### config.mk
export PLATFORM = sky130hd
export DESIGN_NAME = debug_overlay_flat
export DESIGN_NICKNAME = d
export VERILOG_FILES = /design/src/rtl/debug_overlay_if.sv /design/src/rtl/debug_overlay.sv /design/src/flat_wrapper.sv
export SDC_FILE = /design/constraint.sdc
export NUM_CORES = 1
export LEC_CHECK = 0
export BUFFER_PORTS_ARGS = -buffer_cell sky130_fd_sc_hd__buf_4
export CAP_MARGIN = 20
export CORE_ASPECT_RATIO = 1.4
export CORE_UTILIZATION = 50
export DETAILED_ROUTE_END_ITERATION = 12
export GPL_TIMING_DRIVEN = 1
export HOLD_SLACK_MARGIN = 0.02
export PLACE_DENSITY = 0.77
export REMOVE_ABC_BUFFERS = 1
export SYNTH_ARGS = -nofsm -noshare
export SYNTH_HDL_FRONTEND = slang
export SYNTH_SLANG_ARGS = --single-unit
### constraint.sdc
create_clock -name clk_sys -period 5.5 [get_ports clk_sys]
set_clock_uncertainty 0.05 [all_clocks]
set_input_delay 0.275 -clock clk_sys [delete_from_list [all_inputs] [get_ports clk_sys]]
set_output_delay 0.275 -clock clk_sys [all_outputs]
set_load 0.01 [all_outputs]
### src/rtl/debug_overlay_if.sv
// debug_overlay_if: video, control and text-buffer signals of the debug overlay.
interface debug_overlay_if #(
   parameter int NLINES = 2,
   parameter int NCHARS = 32
);
   logic [9:0]                  hcount;
   logic [9:0]                  vcount;
   logic                        vblank;
   logic                        ena;
   logic [NLINES*NCHARS*5-1:0]  line_data;
   logic [7:0]                  in_r, in_g, in_b;
   logic [7:0]                  out_r, out_g, out_b;
   logic                        active;
   modport master (output hcount, vcount, vblank, ena, line_data, in_r, in_g, in_b,
                   input out_r, out_g, out_b, active);
   modport slave (input hcount, vcount, vblank, ena, line_data, in_r, in_g, in_b,
                  output out_r, out_g, out_b, active);
endinterface

### src/rtl/debug_overlay.sv
// debug_overlay: 3-stage text overlay of NLINES x NCHARS 8x8 cells mixed into RGB video.
// Define OVERLAY_SHADOW_EN to latch line_data once per frame on vblank rise.
module debug_overlay #(
   parameter int NLINES     = 2,
   parameter int NCHARS     = 32,
   parameter int X0         = 16,
   parameter int Y0         = 8,
   parameter int SCALE_LOG2 = 0
) (
   input  logic            clk_sys,
   input  logic            reset,
   debug_overlay_if.slave  bus
);
   localparam int W  = NCHARS * 8 * (1 << SCALE_LOG2);
   localparam int H  = NLINES * 8 * (1 << SCALE_LOG2);
   localparam int BW = NLINES * NCHARS * 5;
   localparam int IW = $clog2(BW);

   logic [9:0]    rx, ry, cx, cy;
   logic          win0, win1, vis2, pix;
   logic [6:0]    li1, ci1;
   logic [2:0]    row1, col1, row2, col2;
   logic [4:0]    code1, code2;
   logic [IW-1:0] idx;
   logic [5:0]    gi;
   logic [34:0]   glyph;
   logic [23:0]   d1, d2, mixed;
   logic [BW-1:0] disp;

   // Rows top to bottom, each 5 bits with the leftmost pixel in bit 4.
   function automatic logic [34:0] glyph_rom(input logic [4:0] c);
      case (c)
         5'h00: return {5'h0E, 5'h11, 5'h13, 5'h15, 5'h19, 5'h11, 5'h0E};
         5'h01: return {5'h04, 5'h0C, 5'h04, 5'h04, 5'h04, 5'h04, 5'h0E};
         5'h02: return {5'h0E, 5'h11, 5'h01, 5'h02, 5'h04, 5'h08, 5'h1F};
         5'h03: return {5'h1F, 5'h02, 5'h04, 5'h02, 5'h01, 5'h11, 5'h0E};
         5'h04: return {5'h02, 5'h06, 5'h0A, 5'h12, 5'h1F, 5'h02, 5'h02};
         5'h05: return {5'h1F, 5'h10, 5'h1E, 5'h01, 5'h01, 5'h11, 5'h0E};
         5'h06: return {5'h06, 5'h08, 5'h10, 5'h1E, 5'h11, 5'h11, 5'h0E};
         5'h07: return {5'h1F, 5'h01, 5'h02, 5'h04, 5'h08, 5'h08, 5'h08};
         5'h08: return {5'h0E, 5'h11, 5'h11, 5'h0E, 5'h11, 5'h11, 5'h0E};
         5'h09: return {5'h0E, 5'h11, 5'h11, 5'h0F, 5'h01, 5'h02, 5'h0C};
         5'h0A: return {5'h0E, 5'h11, 5'h11, 5'h1F, 5'h11, 5'h11, 5'h11};
         5'h0B: return {5'h1E, 5'h11, 5'h11, 5'h1E, 5'h11, 5'h11, 5'h1E};
         5'h0C: return {5'h0E, 5'h11, 5'h10, 5'h10, 5'h10, 5'h11, 5'h0E};
         5'h0D: return {5'h1C, 5'h12, 5'h11, 5'h11, 5'h11, 5'h12, 5'h1C};
         5'h0E: return {5'h1F, 5'h10, 5'h10, 5'h1E, 5'h10, 5'h10, 5'h1F};
         5'h0F: return {5'h1F, 5'h10, 5'h10, 5'h1E, 5'h10, 5'h10, 5'h10};
         5'h11: return {5'h00, 5'h00, 5'h00, 5'h1F, 5'h00, 5'h00, 5'h00};
         5'h12: return {5'h00, 5'h0C, 5'h0C, 5'h00, 5'h0C, 5'h0C, 5'h00};
         5'h13: return {5'h0E, 5'h11, 5'h10, 5'h17, 5'h11, 5'h11, 5'h0F};
         5'h14: return {5'h11, 5'h11, 5'h11, 5'h1F, 5'h11, 5'h11, 5'h11};
         5'h15: return {5'h0E, 5'h04, 5'h04, 5'h04, 5'h04, 5'h04, 5'h0E};
         5'h16: return {5'h07, 5'h02, 5'h02, 5'h02, 5'h02, 5'h12, 5'h0C};
         5'h17: return {5'h11, 5'h12, 5'h14, 5'h18, 5'h14, 5'h12, 5'h11};
         5'h18: return {5'h10, 5'h10, 5'h10, 5'h10, 5'h10, 5'h10, 5'h1F};
         5'h19: return {5'h11, 5'h1B, 5'h15, 5'h15, 5'h11, 5'h11, 5'h11};
         5'h1A: return {5'h11, 5'h11, 5'h19, 5'h15, 5'h13, 5'h11, 5'h11};
         5'h1B: return {5'h0E, 5'h11, 5'h11, 5'h11, 5'h11, 5'h11, 5'h0E};
         5'h1C: return {5'h1E, 5'h11, 5'h11, 5'h1E, 5'h10, 5'h10, 5'h10};
         5'h1D: return {5'h1E, 5'h11, 5'h11, 5'h1E, 5'h14, 5'h12, 5'h11};
         5'h1E: return {5'h0F, 5'h10, 5'h10, 5'h0E, 5'h01, 5'h01, 5'h1E};
         default: return '0;
      endcase
   endfunction

`ifdef OVERLAY_SHADOW_EN
   logic          vb_q;
   logic [BW-1:0] shadow;
   always_ff @(posedge clk_sys) begin
      if (reset) begin
         vb_q   <= 1'b0;
         shadow <= '1;
      end else begin
         vb_q <= bus.vblank;
         if (bus.vblank && !vb_q) shadow <= bus.line_data;
      end
   end
   assign disp = shadow;
`else
   assign disp = bus.line_data;
`endif

   assign rx    = bus.hcount - 10'(X0);
   assign ry    = bus.vcount - 10'(Y0);
   assign cx    = rx >> SCALE_LOG2;
   assign cy    = ry >> SCALE_LOG2;
   assign win0  = bus.ena && int'(bus.hcount) >= X0 && int'(rx) < W &&
                  int'(bus.vcount) >= Y0 && int'(ry) < H;
   // Char 0 sits in the top 5 bits of its line, so the column index runs backwards.
   assign idx   = IW'((int'(li1) * NCHARS + NCHARS - 1 - int'(ci1)) * 5);
   assign code1 = win1 ? disp[idx +: 5] : 5'h1F;

   always_ff @(posedge clk_sys) begin
      if (reset) begin
         win1  <= 1'b0;
         li1   <= '0;
         ci1   <= '0;
         row1  <= '0;
         col1  <= '0;
         d1    <= '0;
         vis2  <= 1'b0;
         code2 <= '0;
         row2  <= '0;
         col2  <= '0;
         d2    <= '0;
      end else begin
         win1  <= win0;
         li1   <= cy[9:3];
         ci1   <= cx[9:3];
         row1  <= cy[2:0];
         col1  <= cx[2:0];
         d1    <= {bus.in_r, bus.in_g, bus.in_b};
         vis2  <= code1 != 5'h1F;
         code2 <= code1;
         row2  <= row1;
         col2  <= col1;
         d2    <= d1;
      end
   end

   always_comb begin
      glyph = glyph_rom(code2);
      gi    = 6'(34 - 5 * int'(row2) - int'(col2));
      pix   = row2 != 3'd7 && col2 < 3'd5 && glyph[gi];
      mixed = !vis2 ? d2 : pix ? 24'hFFFFFF :
              {1'b0, d2[23:17], 1'b0, d2[15:9], 1'b0, d2[7:1]};
   end

   assign bus.out_r  = mixed[23:16];
   assign bus.out_g  = mixed[15:8];
   assign bus.out_b  = mixed[7:0];
   assign bus.active = vis2;
endmodule

### src/flat_wrapper.sv
// flat-port wrapper written by rule: the top's interface ports become plain ports
module debug_overlay_flat 
#(
   parameter int NLINES     = 2,
   parameter int NCHARS     = 32,
   parameter int X0         = 16,
   parameter int Y0         = 8,
   parameter int SCALE_LOG2 = 0
)
  (clk_sys, reset, bus_hcount, bus_vcount, bus_vblank, bus_ena, bus_line_data, bus_in_r, bus_in_g, bus_in_b, bus_out_r, bus_out_g, bus_out_b, bus_active);
  debug_overlay_if #(.NLINES(NLINES), .NCHARS(NCHARS)) bus_i ();
  input  logic clk_sys;
  input  logic reset;
  input wire logic [$bits(bus_i.hcount)-1:0] bus_hcount;
  input wire logic [$bits(bus_i.vcount)-1:0] bus_vcount;
  input wire logic [$bits(bus_i.vblank)-1:0] bus_vblank;
  input wire logic [$bits(bus_i.ena)-1:0] bus_ena;
  input wire logic [$bits(bus_i.line_data)-1:0] bus_line_data;
  input wire logic [$bits(bus_i.in_r)-1:0] bus_in_r;
  input wire logic [$bits(bus_i.in_g)-1:0] bus_in_g;
  input wire logic [$bits(bus_i.in_b)-1:0] bus_in_b;
  output wire logic [$bits(bus_i.out_r)-1:0] bus_out_r;
  output wire logic [$bits(bus_i.out_g)-1:0] bus_out_g;
  output wire logic [$bits(bus_i.out_b)-1:0] bus_out_b;
  output wire logic [$bits(bus_i.active)-1:0] bus_active;
  assign bus_i.hcount = bus_hcount;
  assign bus_i.vcount = bus_vcount;
  assign bus_i.vblank = bus_vblank;
  assign bus_i.ena = bus_ena;
  assign bus_i.line_data = bus_line_data;
  assign bus_i.in_r = bus_in_r;
  assign bus_i.in_g = bus_in_g;
  assign bus_i.in_b = bus_in_b;
  assign bus_out_r = bus_i.out_r;
  assign bus_out_g = bus_i.out_g;
  assign bus_out_b = bus_i.out_b;
  assign bus_active = bus_i.active;
  debug_overlay #(.NLINES(NLINES), .NCHARS(NCHARS), .X0(X0), .Y0(Y0), .SCALE_LOG2(SCALE_LOG2)) u_core (.clk_sys(clk_sys), .reset(reset), .bus(bus_i));
endmodule
# Yosys cells after proc, flatten, opt, wreduce, memory -nomap -nowiden
# Memory sizes are Yosys's and may differ from the RTL's. A register that Yosys moved wholly into a read port is not among the register bits.
# Cells that the tools add are included.
# word_totals
reg_bits	76
mem_bits_ro	1120
inputBits	368
elab_cells	41
mem_count	1
# memory_table
name	words	width	rd	rd_clocked_by_memory_dff	wr	line_no	text
(name not given)	32	35	1	1	0	debug_overlay.sv:32	case (c)
# classes
n_addsub	7
n_mul	2
n_lt_le_gt_ge	6
eq_ne	2
shifts	1
n_mux	6
n_reduce_logical	6
# ops
operator	count
320-bit by 10-bit variable part select with 5-bit output	1
24-bit two-way mux	2
32-bit by 4-bit multiplier with 9-bit output (second input constant)	1
32-bit by 2-bit subtractor with 32-bit output (second input constant)	1
32-bit by 8-bit subtractor with 32-bit output	1
12-bit by 6-bit adder with 13-bit output (second input constant)	1
10-bit by 4-bit >= comparator with 1-bit output (second input constant)	1
10-bit by 5-bit >= comparator with 1-bit output (second input constant)	1
10-bit by 5-bit less-than comparator with 1-bit output (second input constant)	1
10-bit by 9-bit less-than comparator with 1-bit output (second input constant)	1
5-bit two-way mux	2
10-bit by 4-bit subtractor with 10-bit output (second input constant)	1
10-bit by 5-bit subtractor with 10-bit output (second input constant)	1
6-bit by 7-bit less-than comparator with 1-bit output (second input constant)	1
1-bit binary-select mux with 6-bit select	1
1-bit logical AND	6
3-bit by 3-bit multiplier with 6-bit output (first input constant)	1
6-bit by 4-bit subtractor with 6-bit output	1
6-bit subtractor (first input constant)	1
5-bit != test (second input constant)	1
3-bit less-than comparator (second input constant)	1
3-bit != test (second input constant)	1
1-bit two-way mux	1

# Longest topological paths before layout
# Gate-level depths: netlist of run 1.
# depth
word_depth	8
mapped_depth	31
mapped_depth_nobuf	22

# Worst setup path before layout of run 1
# No wires, ideal clock.
# synth_timing
kind	reg2reg
startpoint	reg u_core.ci1[0]
endpoint	reg u_core.glyph[9] (netlist name)
setup_ns	0.117
arrival_time_ns	5.832
t_required_ns	5.333
setup_slack_ns	-0.498
stages_incl_launch_ff	28
n_path_buf	10
period_less_slack_ns	5.998
cell_sequence	dfxtp_1 -> buf_6 -> buf_6 -> inv_1 -> buf_4 -> buf_6 -> buf_4 -> buf_2 -> ha_1 -> ha_1 -> fa_1 -> inv_1 -> clkbuf_1 -> clkbuf_1 -> mux2i_1 -> nor3_1 -> nor4_1 -> nand4_1 -> and3_1 -> clkbuf_1 -> nor2_1 -> inv_1 -> ha_1 -> clkbuf_1 -> inv_1 -> nor3_1 -> o31ai_1 -> o22a_1
# synth_via
elab_chain_cells	5
# synth_rtl
item	line_no	text
start: declaration	debug_overlay.sv:21	logic [6:0] li1, ci1;
start signal: assignment	debug_overlay.sv:110	ci1 <= cx[9:3];
32-bit by 8-bit subtractor with 32-bit output	debug_overlay.sv:91	assign idx = IW'((int'(li1) * NCHARS + NCHARS - 1 - int'(ci1)) * 5);
32-bit by 4-bit multiplier with 9-bit output	debug_overlay.sv:91	
320-bit by 10-bit variable part select with 5-bit output	debug_overlay.sv:92	assign code1 = win1 ? disp[idx +: 5] : 5'h1F;
5-bit two-way mux	debug_overlay.sv:92	
5-bit two-way mux (no line)	--	
# No other way between the ends.
# A chain may end at the register's enable or synchronous reset.

# Worst setup path in the final report of run 1
# layout_timing
startpoint	reg u_core.li1[0]
endpoint	reg u_core.glyph[14] (netlist name)
# layout_via
elab_chain_cells	7
# layout_rtl
item	line_no	text
start: declaration	debug_overlay.sv:21	
start signal: assignment	debug_overlay.sv:109	li1 <= cy[9:3];
12-bit by 6-bit adder with 13-bit output	debug_overlay.sv:91	
32-bit by 2-bit subtractor with 32-bit output	debug_overlay.sv:91	
32-bit by 8-bit subtractor with 32-bit output	debug_overlay.sv:91	
32-bit by 4-bit multiplier with 9-bit output	debug_overlay.sv:91	
320-bit by 10-bit variable part select with 5-bit output	debug_overlay.sv:92	
5-bit two-way mux	debug_overlay.sv:92	
5-bit two-way mux (no line)	--	
# No other way between the ends.

==> impl_metrics.tcl, run 1 <==
set metrics [dict create \
    status "complete, no violations" \
    end_kind "register" \
    start_kind "register" \
    cap_violations 0 \
    power_w 0.005495 \
    gp_congestion 1.069 \
    synth_edf_count 0 \
    post-route-period-util_pct 98.74 \
    drt_pass1_iterations 7 \
    nNetsFinal 2567 \
    row_count 81 \
    cts_sinks 108 \
    synth_area_leader_cell "mux4_2" \
    dp_worst_setup_slack_ns 0.1772 \
    avgSynthCellArea_um2 10.03 \
    ys_seq_area_share_pct 12.18 \
    ir_drop_mv 0.2795 \
    required_ns 5.73 \
    syn-cell-area_um2 17750 \
    tns_ns 0 \
    vias 19149 \
    fillers 2926 \
    core-area_um2 34960 \
    crit_arrival_ns 5.66 \
    drive_gt1_share_pct 41.15 \
    grt-ovfl-total 0 \
    postRouteAntennaNets 0 \
    yosys_warnings 0 \
    clockBufferDepth 2 \
    synth_top_flop_cell "dfxtp_1" \
    crit_chain "inv_1, ha_1, fa_1, ha_1, ha_1, o21ai_0, buf_4, or2_2, nand2_1, buf_4, a2111oi_0, a211oi_1, a311oi_4, nand2_2, buf_4, nor3_1, o21ai_0, a32oi_1" \
    synth-seq-cells 108 \
    slowest_stage "a311oi_4" \
    numCtsBuffers 9 \
    fin_util_pct 62.39 \
    power_leakage_nw 8.722 \
    crit_family "compound AO/OA/AOI/OAI gates" \
    grt_pass1_wl_um 122800 \
    start_util_pct 50.78 \
    drv_slew 0 \
    synth_area_leaders "mux4_2 (31%), mux2i_1 (13%), dfxtp_1 (12%)" \
    async_flop_share_pct 0 \
    worstMarginPinSlew_ns 1.100 \
    synthCells 1770 \
    fin_area_um2 21810 \
    powerDensity_nw_per_um2 251.9 \
    avgRoutedWirePerCell_um 32.44 \
    drc 0 \
    wirelength_um 85070 \
    cts_tree "done" \
    cp_max_fo 12 \
    drt_iter0_drc 2514 \
    dpl_cell_area_um2 21450 \
    synth_top_area_share_pct 30.57 \
    fin_crit_ns 5.431 \
    die_area_um2 36280 \
    worstHoldStart "bus_hcount[4]" \
    path_buf_inv 4 \
    hp-class "in -> reg" \
    numPortBuffers 391 \
    pin_count 393 \
    finalHoldViolCount 0 \
    grt_start_max_net_pins 110 \
    die_h_um 225.0 \
    r2r-start "u_core.li1[0]" \
    setup_ws_ns 0.06932 \
    clockRootBuffer "clkbuf_16" \
    startpoint "u_core.li1[0]" \
    crit_path_max_incr_delay_ns 0.55 \
    holdBufCountCts 0 \
    syn_to_final_growth_pct 22.86 \
    fmax_mhz 184.1 \
    routed_via_density 7.303 \
    h-tree-depth 3 \
    antenna_found_initial 1 \
    max-slew-margin-rel_pct 25.72 \
    clk_pin_slew_worst_paths_ns 0.08 \
    grt_usage_pct 46.05 \
    hpwl_um 67150 \
    clk_latency_ns 0.36 \
    synthDistinctLibCells 92 \
    dieWidth_um 161.3 \
    critPathKind "reg -> reg" \
    setup_viol 0 \
    grt_pass1_vias 19560 \
]
-- final cells by class --
type | count | area, um^2 | share of cell area (%)
Antenna cell | 1 | 2.502 | 0.01147
Clock buffer | 9 | 225.2 | 1.032
Clock inverter | 7 | 76.32 | 0.3499
Inverter | 41 | 153.9 | 0.7055
Multi-Input combinational cell | 1450 | 14270 | 65.44
Sequential cell | 108 | 2170 | 9.946
Tap cell | 456 | 570.5 | 2.616
Timing Repair Buffer | 550 | 4342 | 19.90
-- flip-flops by register name, summed over array words and instances (netlist names) --
register and count:
u_core.glyph 35, u_core.d1 24, u_core.col1 3, u_core.bus.active 1, u_core.d2 24, u_core.li1 4
u_core.ci1 7, u_core.row2 3, u_core.col2 3, u_core.row1 3, u_core.win1 1
-- layout by cell type, fill, tap and decap left out, types with 6 or more instances in the layout --
cell type / n
nand4_1: 10
nor2_1: 75
a22o_1: 16
a221oi_1: 16
a21oi_1: 61
a2111oi_0: 9
mux4_2: 241
inv_1: 36
o21ai_1: 6
xnor2_1: 9
buf_4: 533
nor4_1: 11
a31oi_1: 22
dfxtp_1: 106
mux2i_1: 237
ha_1: 33
clkbuf_16: 9
a32oi_1: 13
buf_12: 17
o21ai_0: 40
a21o_1: 14
nand2b_1: 9
nor2_2: 6
nor3_1: 32
o211ai_1: 13
a22oi_1: 70
nor2b_1: 80
a211oi_1: 19
o22ai_1: 23
and2_1: 18
nand3_1: 45
and3_1: 13
a311oi_1: 8
nand2_1: 150
mux2_2: 39
-- cell families after synthesis --
group | Yosys count | synth area share, %
fa+ha+maj | 39 | 2.918
buf+inv | 212 | 7.886
flops | 108 | 12.18
xor+xnor | 17 | 0.9161
simple gates | 472 | 13.14
compound gates | 404 | 16.50
mux | 518 | 46.47
-- routing by layer --
metal,up-vias,track usage (%),wire length [um]
met2,1518,80.66,42060
li1,7878,-,-
met3,532,7.895,6988
met5,-,0,0
met4,0,44.22,9841
met1,9221,45.79,26170
-- worst paths after layout --
check / depth (start not counted) / end / slack [ns]
min reg2reg: 1 / u_core.row2[1] / 0.39
max reg2reg: 18 / u_core.glyph[14] / 0.07
max: 18 / u_core.glyph[14] / 0.07
min: 2 / u_core.ci1[1] / 0.03
-- Yosys cell counts, drive strengths merged (15+ instances only) --
| cell type | count |
|---|---|
| mux4 | 241 |
| mux2i | 237 |
| nand2 | 152 |
| buf | 122 |
| dfxtp | 108 |
| nor2 | 81 |
| nor2b | 80 |
| a22oi | 70 |
| a21oi | 64 |
| clkbuf | 49 |
| o21ai | 46 |
| nand3 | 45 |
| inv | 40 |
| mux2 | 40 |
| ha | 35 |
| nor3 | 33 |
| a31oi | 24 |
| o22ai | 23 |
| a211oi | 21 |
| and2 | 20 |
| a221oi | 17 |
| a22o | 16 |
| a21o | 15 |
-- where the power goes --
part | total (W) | switching (W) | internal (W)
Combinational | 0.00397 | 0.00228 | 0.00169
Clock | 0.000651 | 0.000328 | 0.000323
Sequential | 0.000878 | 0.0000354 | 0.000842
Total | 0.00549 | 0.00264 | 0.00285
-- stage by stage --
step	cells	hold WS, ns
4_1_cts	2618	0.03357
3_5_place_dp	2602	0.3712
2_1_floorplan	1599	0.2917
6_report	2622	0.03305
5_1_grt	2621	0.02878
3_3_place_gp	2602	0.3667
-- what timing repair did --
action | in CTS | in global routing
buffers inserted | 0 | 3
hold endpoints to repair | 0 | 0
gates resized for setup | 0 | 7
setup endpoints to repair | 0 | 11
Power figures use the tool's default switching activity.
==> inputs of run 2 (changes only) <==
- BUFFER_PORTS_ARGS: -buffer_cell sky130_fd_sc_hd__buf_4 -> default
- DONT_BUFFER_PORTS: default -> 1
- PLACE_DENSITY: 0.77 -> 0.68
==> run 2 against run 1 <==
  * Non-clock buffer count down 339
  * Largest power group unchanged
  * The run now ends with setup timing left
  * Setup slack worse by 0.071 ns
  * Fmax down 1.3%
  * Global-route usage down 2.6 points
  * First-iteration DRC count down 13%
  * Critical path depth up 2
==> impl_metrics.tcl, run 2 (same netlist as run 1, synthesis figures left out) <==
set metrics [dict create \
    status "complete, but fails checks" \
    violations "setup timing" \
    hpwl_um 62520 \
    start_kind "register" \
    holdPathEnd "u_core.d1[22]" \
    whs_path_depth 1 \
    fin_util_pct 55.12 \
    drt_iter0_drc 2190 \
    drv_slew 0 \
    numCtsBuffers 9 \
    clockRootBuffer "clkbuf_16" \
    clkPwrFrac_pct 13.0 \
    end_kind "register" \
    cp_max_fo 5 \
    drc 0 \
    crit_path_max_incr_delay_ns 0.72 \
    layout_commonest_cell "mux4_2" \
    gp_congestion 1.025 \
    drt_pass1_iterations 6 \
    placedCellCount 2229 \
    routed_via_density 7.605 \
    power_frac_comb_pct 69.7 \
    antenna_found_initial 2 \
    n_antenna_cell 0 \
    max-slew-margin-rel_pct 17.70 \
    clk_pin_slew_worst_paths_ns 0.08 \
    reg2reg_slack_ns -0.002 \
    p_int_w 0.002635 \
    grt_usage_pct 43.43 \
    largest_reg_flops 35 \
    rr_worst_depth 20 \
    die_h_um 225.0 \
    ir_drop_mv 0.3218 \
    cts_tree "done" \
    wirelength_um 79870 \
    setup_ws_ns -0.001644 \
    slowest_stage "nor4_1" \
    cap_violations 0 \
    clockBufferDepth 2 \
    start_util_pct 50.78 \
    cts_sinks 108 \
    path_buf_inv 4 \
    required_ns 5.67 \
    row_count 81 \
    setup_viol 1 \
    cp_num_cells 20 \
    seqPwrFrac_pct 17.2 \
    r2r-end "u_core.glyph[32]" \
    power_leakage_nw 7.046 \
    r2r-start "u_core.ci1[1]" \
    core-area_um2 34960 \
    crit_chain "inv_2, ha_1, ha_4, fa_1, xnor2_2, buf_4, nand2_1, buf_4, nor3_1, nor4_1, nor4_1, a21oi_1, a31oi_2, or2_1, nand2_1, ha_1, inv_1, nand3_1, a211oi_1, a21oi_1" \
    critPathKind "reg -> reg" \
    final_cells 2282 \
    worstHoldStart "bus_in_r[6]" \
    worstMarginPinSlew_ns 1.230 \
    powerDensity_nw_per_um2 261.2 \
    dieWidth_um 161.3 \
    h-tree-depth 3 \
    grt_start_max_net_pins 126 \
    layout_common_cells "mux4_2 (241), mux2i_1 (237), buf_4 (163), nand2_1 (150), dfxtp_1 (106)" \
    syn_to_final_growth_pct 8.541 \
    fillers 3181 \
    crit_arrival_ns 5.67 \
    grt_pass1_vias 17955 \
    postRouteAntennaNets 0 \
    drive_gt1_share_pct 28.09 \
    grt_pass1_wl_um 116000 \
    nNetsFinal 2228 \
    switching_share_pct 47.64 \
    crit_family "simple AND/OR/NAND/NOR gates" \
    die_area_um2 36280 \
    finalHoldViolCount 0 \
    fin_crit_ns 5.502 \
    post-route-period-util_pct 100.0 \
    hp-class "in -> reg" \
    p_sw_w 0.002398 \
    avgRoutedWirePerCell_um 35.00 \
    grt-ovfl-total 0 \
    vias 17355 \
    numPortBuffers 0 \
    clk_latency_ns 0.36 \
    fmax_mhz 181.8 \
    pin_count 393 \
]
## run 2: cell count changes in the layout (fill, tap and decap cells not counted), sizes merged
cell | previous run | this run
inv | 44 | 43
dlygate4sd3 | 0 | 36
buf | 550 | 175
diode | 1 | 0
clkbuf | 9 | 10
## run 2: per-stage QoR
stage | hold WS, ns | power [W] | setup slack (ns) | TNS (ns) | instance area (um^2)
after floorplan | 0.2917 | 0.003125 | -14.30 | -504.82 | 16510
after global placement | 0.2930 | 0.004216 | 0.2138 | 0 | 18560
after detailed placement | 0.2917 | 0.004225 | 0.1627 | 0 | 18560
after CTS | 0.02093 | 0.004918 | 0.1473 | 0 | 19240
after global routing | 0.02489 | 0.005203 | -0.001852 | -0.001852 | 19270
final | 0.03220 | 0.005033 | -0.001644 | -0.001644 | 19270
## run 2: cell type report
cell class                      count  area [um^2]  share of cell area [%]
Multi-Input combinational cell   1450        14250                   73.94
Sequential cell                   108         2170                   11.26
Timing Repair Buffer              211         1823                   9.460
Tap cell                          456        570.5                   2.961
Clock buffer                       10        239.0                   1.240
Inverter                           41        153.9                  0.7986
Clock inverter                      6        65.06                  0.3376
## run 2: metal layers
layer | vias up | global-route usage (%) | share of wire, %
met5 | - | 0 | 0.010
met4 | 2 | 39.35 | 11
met3 | 409 | 10.20 | 9.0
met2 | 1197 | 75.22 | 49
met1 | 8564 | 43.07 | 31
li1 | 7183 | - | -
## run 2: worst reg2reg max path: stages, from the launching register on
cell	delay, ns
dfxtp_4	0.39
inv_2	0.05
ha_1	0.32
ha_4	0.18
fa_1	0.56
xnor2_2	0.25
buf_4	0.19
nand2_1	0.10
buf_4	0.19
nor3_1	0.07
nor4_1	0.72
nor4_1	0.10
a21oi_1	0.27
a31oi_2	0.16
or2_1	0.27
nand2_1	0.16
ha_1	0.28
inv_1	0.13
nand3_1	0.17
a211oi_1	0.67
a21oi_1	0.09
## run 2: worst max path at each step
| stage | startpoint | endpoint | slack (ns) |
|---|---|---|---|
| CTS | u_core.ci1[1] | u_core.glyph[32] | 0.15 |
| global route | u_core.li1[0] | u_core.glyph[5] | -0.002 |
| detailed placement | u_core.ci1[1] | u_core.glyph[32] | 0.16 |
| floorplan | u_core.ci1[1] | u_core.glyph[30] | -14.30 |
| finish | u_core.ci1[1] | u_core.glyph[32] | -0.002 |
| global placement | u_core.ci1[1] | u_core.glyph[31] | 0.21 |
## run 2: repair_timing
| item | in CTS | in global routing |
|---|---|---|
| resized for setup | 0 | 4 |
| setup buffers | 0 | 0 |
| hold buffers | 36 | 1 |
| setup endpoints to repair | 0 | 8 |
| endpoints found under the hold margin | 72 | 1 |
## run 2: power by group through the flow
stage,Combinational (W),Sequential (W),Clock (W)
floorplan,0.00219,0.000939,0
global placement,0.00333,0.000885,0
detailed placement,0.00334,0.000886,0
CTS,0.00338,0.000868,0.000667
global route,0.00364,0.000872,0.000695
finish,0.00351,0.000867,0.000656
